<file path="config.mk">
export PLATFORM = sky130hd
export DESIGN_NAME = mul_share_arb
export DESIGN_NICKNAME = d
export VERILOG_FILES = /design/src/rtl/mul_share_arb_pkg.sv /design/src/rtl/mul_share_arb_rr_arbiter.sv /design/src/rtl/wallace.sv /design/src/rtl/mul_share_arb.sv
export SDC_FILE = /design/constraint.sdc
export NUM_CORES = 1
export LEC_CHECK = 0
export BUFFER_PORTS_ARGS = -buffer_cell sky130_fd_sc_hd__buf_2
export CELL_PAD_IN_SITES_DETAIL_PLACEMENT = 2
export CELL_PAD_IN_SITES_GLOBAL_PLACEMENT = 2
export CORE_MARGIN = 2
export CORE_UTILIZATION = 36
export DETAILED_ROUTE_END_ITERATION = 8
export PLACE_DENSITY = 0.84
export SYNTH_ARGS = -nofsm -noshare
export SYNTH_HDL_FRONTEND = slang
export SYNTH_HIERARCHICAL = 1
export SYNTH_SLANG_ARGS = --single-unit
</file>
<file path="constraint.sdc">
create_clock -name clk -period 10.4 [get_ports clk]
set_input_delay 0.52 -clock clk [delete_from_list [all_inputs] [get_ports clk]]
set_output_delay 0.52 -clock clk [all_outputs]
set_load 0.005 [all_outputs]
</file>
<file path="src/rtl/mul_share_arb_pkg.sv">
// Shared widths, stage-1 record and carry-save helper for the shared 8x8 multiplier block.
package mul_share_arb_pkg;
  localparam int MUL_NREQ = 4;
  localparam int MUL_W    = 8;
  localparam int MUL_IDW  = 2;
  localparam int MUL_PW   = 2 * MUL_W;

  typedef struct packed {
    logic [MUL_W-1:0]   a;
    logic [MUL_W-1:0]   b;
    logic [MUL_IDW-1:0] id;
    logic               valid;
  } s1_t;

  typedef struct packed {
    logic [MUL_PW:0] s;
    logic [MUL_PW:0] c;
  } csa_t;

  // 3:2 compressor over whole rows; the carry row is pre-shifted into place.
  function automatic csa_t csa(input logic [MUL_PW:0] x, input logic [MUL_PW:0] y,
                               input logic [MUL_PW:0] z);
    csa_t r;
    r.s = x ^ y ^ z;
    r.c = ((x & y) | (x & z) | (y & z)) << 1;
    return r;
  endfunction
endpackage

</file>
<file path="src/rtl/mul_share_arb_rr_arbiter.sv">
// Combinational round-robin arbiter: first asserted request at or above ptr, wrapping.
module rr_arbiter #(
  parameter int NREQ = 4,
  parameter int IDW  = $clog2(NREQ)
) (
  input  logic [NREQ-1:0] req,
  input  logic [IDW-1:0]  ptr,
  output logic [NREQ-1:0] grant,
  output logic [IDW-1:0]  grant_id,
  output logic            any
);
  always_comb begin
    // NOTE: every combinational output gets a default first so no path can infer a latch.
    grant    = '0;
    grant_id = '0;
    any      = 1'b0;
    for (int k = 0; k < NREQ; k++) begin
      int             idx;
      logic [IDW-1:0] idx_b;
      idx = int'(ptr) + k;
      if (idx >= NREQ) idx = idx - NREQ;
      idx_b = IDW'(idx);
      if (!any && req[idx_b]) begin
        any          = 1'b1;
        grant[idx_b] = 1'b1;
        grant_id     = idx_b;
      end
    end
  end
endmodule

</file>
<file path="src/rtl/wallace.sv">
// Combinational unsigned 8x8 Wallace-tree multiplier: 8 partial products -> 2 rows -> one adder.
module wallace
  import mul_share_arb_pkg::*;
(
  input  logic [MUL_W-1:0] a,
  input  logic [MUL_W-1:0] b,
  output logic [MUL_PW:0]  p
);
  logic [MUL_PW:0] pp [MUL_W];
  csa_t l1_0, l1_1, l2_0, l2_1, l3_0, l4_0;

  always_comb begin
    for (int i = 0; i < MUL_W; i++) begin
      pp[i] = ({{(MUL_PW + 1 - MUL_W){1'b0}}, a} & {(MUL_PW + 1){b[i]}}) << i;
    end
  end

  // Reduction levels: 8 -> 6 -> 4 -> 3 -> 2 rows.
  assign l1_0 = csa(pp[0], pp[1], pp[2]);
  assign l1_1 = csa(pp[3], pp[4], pp[5]);
  assign l2_0 = csa(l1_0.s, l1_0.c, l1_1.s);
  assign l2_1 = csa(l1_1.c, pp[6], pp[7]);
  assign l3_0 = csa(l2_0.s, l2_0.c, l2_1.s);
  assign l4_0 = csa(l3_0.s, l3_0.c, l2_1.c);
  assign p    = l4_0.s + l4_0.c;
endmodule

</file>
<file path="src/rtl/mul_share_arb.sv">
// One shared 8x8 multiplier behind a round-robin arbiter with a 2-stage operand/result pipeline.
module mul_share_arb
  import mul_share_arb_pkg::*;
#(
  parameter int NREQ = MUL_NREQ,
  parameter int W    = MUL_W,
  parameter int IDW  = MUL_IDW
) (
  input  logic              clk,
  input  logic              rst_n,
  input  logic [NREQ-1:0]   req_valid,
  output logic [NREQ-1:0]   req_ready,
  input  logic [NREQ*W-1:0] req_a,
  input  logic [NREQ*W-1:0] req_b,
  output logic              res_valid,
  input  logic              res_ready,
  output logic [IDW-1:0]    res_id,
  output logic [2*W-1:0]    res_p,
  output logic              busy
);
  s1_t             s1_q;
  logic            s2_valid;
  logic [2*W-1:0]  s2_p;
  logic [IDW-1:0]  s2_id;
  logic [IDW-1:0]  rr_ptr;

  logic [NREQ-1:0] grant;
  logic [IDW-1:0]  grant_id;
  logic            any;
  logic            s1_load, s2_load, accept;
  logic [W-1:0]    a_sel, b_sel;
  logic [2*W:0]    prod;
  logic            unused_prod_msb;

  rr_arbiter #(.NREQ(NREQ), .IDW(IDW)) u_arb (
    .req      (req_valid),
    .ptr      (rr_ptr),
    .grant    (grant),
    .grant_id (grant_id),
    .any      (any)
  );

  assign s2_load = !s2_valid || res_ready;
  assign s1_load = !s1_q.valid || s2_load;
  // Gated by rst_n so nothing is offered as accepted while reset is held.
  assign accept    = rst_n && any && s1_load;
  assign req_ready = accept ? grant : '0;

  always_comb begin
    a_sel = '0;
    b_sel = '0;
    for (int i = 0; i < NREQ; i++) begin
      if (grant[i]) begin
        a_sel = a_sel | req_a[i*W +: W];
        b_sel = b_sel | req_b[i*W +: W];
      end
    end
  end

  wallace u_mul (
    .a (s1_q.a),
    .b (s1_q.b),
    .p (prod)
  );
  assign unused_prod_msb = prod[2*W];

  // NOTE: state uses non-blocking assignments so every register samples pre-edge values.
  always_ff @(posedge clk or negedge rst_n) begin
    if (!rst_n) begin
      rr_ptr   <= '0;
      s1_q     <= '0;
      s2_valid <= 1'b0;
      s2_p     <= '0;
      s2_id    <= '0;
    end else begin
      if (accept) begin
        s1_q   <= '{a: a_sel, b: b_sel, id: grant_id, valid: 1'b1};
        rr_ptr <= (grant_id == IDW'(NREQ - 1)) ? '0 : grant_id + IDW'(1);
      end else if (s2_load) begin
        s1_q.valid <= 1'b0;
      end
      if (s2_load) begin
        s2_p     <= prod[2*W-1:0];
        s2_id    <= s1_q.id;
        s2_valid <= s1_q.valid;
      end
    end
  end

  assign res_valid = s2_valid;
  assign res_p     = s2_p;
  assign res_id    = s2_id;
  assign busy      = s1_q.valid || s2_valid;
endmodule

</file>
==> metrics.md <==
| Metric | Value |
|---|---|
| Status | `finished, final reports clean` |
| # DRC | `0` |
| Critical Path AT | `4.74 ns` |
| Most frequent cells in the layout | `nand2_1, buf_2, and2_1` |
| TritonCTS clock tree | `built` |
| CP Max Fanout | `9` |
| Drt wl/cell | `19.0 um` |
| Worst Max-Slew Pin Slew | `a little under 1 ns` |
| CP startpoint kind | `flop` |
| Synthesized net count | `580` |
| Critical Path Max Stage Delay | `about 0.57 ns` |
| Tcrit/Tclk final | `0.434` |
| Commonest non-fill, non-tap cell in the layout | `nand2_1` |
| Ports | `95` |
| Vias in the first global route | `4084` |
| Fill count | `between 1000 and 1500` |
| Syn avg cell area | `approximately 9.5 um2` |
| CTS clock-pin slew for the worst setup and hold paths | `0.06 ns` |
| Cts-stage hold buffer count | `0` |
| Die outline area | `12500 um2` |
| Clock sink count | `40` |
| CP required | `10.62 ns` |
| Share of cells above drive strength 1 | `0.261` |
| Final HPWL DP | `between 10 and 15 mm` |
| Final setup violating endpoints | `0` |
| Max-capacitance violation count | `0` |
| Cell family with most CP delay | `adder cells` |
| Post-route cell area | `4930 um2` |
| Drt pass-1 iters | `4` |
| CTS buffer count | `5` |
| Nets | `668` |
| # resized after CTS | `0` |
| Vias | `~3500` |
| Fin util | `0.433` |
| Area of the multi-input gates | `2930 um2` |
| Slew headroom | `0.359` |
| Layout area overhead | `17.8%` |
| Worst-Skew Late Latency | `0.29 ns` |
| Most used cell, CP | `fa_1` |
| Clk root buf | `clkbuf_16` |
| Post-CTS Setup Repair Bufs | `0` |
| Worst min path class | `primary input to asynchronous set/reset pin` |
| Total Routing Usage GR | `0.210` |
| DP Area | `about 4800 um2` |
| Initial antenna violation count | `0` |
| RSZ-0062 raised after global routing | `false` |
| Grt total ovfl | `0` |
| Die span in y | `112 um` |
| Port bufs | `94` |
| Core ar. | `11400 um2` |
| CP Buf/Inv Count | `2` |
| Die Span X | `112 um` |
| Max clock buf depth | `2` |
| Setup TNS | `0 ns` |
| Worst setup EP type | `flop` |
| Reg area | `1000 um2` |
| Worst Skew | `0.0100 ns` |
| Slew Viols, Final | `0` |
| 1st-iter DRT viols | `approximately 130` |
| Ant diodes | `0` |
| GPL Wtd Cong | `0.824` |
| Post-layout min period | `4.51 ns` |
| FMAX | `222 MHz` |
| ANT nets after route | `0` |
| CTS HTree Levels | `2` |
| Crit Path Class | `flop to flop` |
| Final Hold Violating Endpoints | `0` |
| Yosys warnings | `6` |
| Critical path's slowest cell | `fa_1` |
| Mapped Cells | `439` |
| Row cnt | `39` |
| CP cell instances | `and2_1, fa_1, inv_1, fa_1, fa_1, inv_1, fa_1, ha_1, o21ai_0, or4_1, nand3_1, a21oi_1, xnor2_1, nand2_1, nand2_1` |
| Total Wirelength | `~13 mm` |
| Vias/cell | `5.21` |
| First-pass GRT wire length | `21.1 mm` |
| Largest net degree at the start of global routing | `42` |
| Synthesized area | `4180 um2` |
| Initial Util | `0.368` |
==> path summary, 6_finish.rpt <==
check	slack [ns]	startpoint	to	depth (start not counted)
max in group asynchronous	9.42	rst_n	s1_q[8]	1
min in group clk	0.47	res_p[9]	res_p[9]	2
hold reg to reg	0.47	res_p[9]	res_p[9]	2
setup reg to reg	5.89	s1_q[8]	res_p[15]	15
hold / removal	0.38	rst_n	res_p[5]	1
setup / recovery	5.89	s1_q[8]	res_p[15]	15
==> flip-flops by register name (all words and copies together), names as in the netlist <==
name	count
res_id	2
res_p	16
res_valid	1
rr_ptr	2
s1_q	19
==> metal layers <==
layer | share of wire | up-vias | GRT usage
li1 | - | 1644 | -
met1 | 0.43 | 1735 | 0.260
met2 | 0.52 | 110 | 0.388
met3 | 0.049 | 10 | 0.0376
met4 | 0.0089 | 0 | 0.0354
met5 | 0 | - | 0
==> worst register-to-register path, stage by stage (launching register included) <==
cell and delay [ns]:
dfrtp_1 0.49, and2_1 0.25, fa_1 0.56, inv_1 0.06
fa_1 0.52, fa_1 0.57, inv_1 0.06, fa_1 0.47
ha_1 0.36, o21ai_0 0.13, or4_1 0.49, nand3_1 0.10
a21oi_1 0.08, xnor2_1 0.16, nand2_1 0.07, nand2_1 0.09
==> layout make-up <==
| class | count | area share |
|---|---|---|
| Inverter | 39 | 0.0297 |
| Sequential cell | 40 | 0.203 |
| Tap cell | 143 | 0.0363 |
| Timing Repair Buffer | 98 | 0.102 |
| Clock buffer | 5 | 0.0254 |
| Clock inverter | 3 | 0.00965 |
| Multi-Input combinational cell | 343 | 0.594 |
==> through the flow <==
stage,hold WS (ns),setup slack (ns),instances
finish,0.380,5.89,671
global route,0.450,5.69,671
detailed placement,0.459,5.87,663
CTS,0.399,5.83,671
floorplan,0.224,6.25,439
global placement,0.445,6.08,663
Power is not shown: default switching activity piles up to over one toggle a cycle in this logic, so the estimate is an artifact.
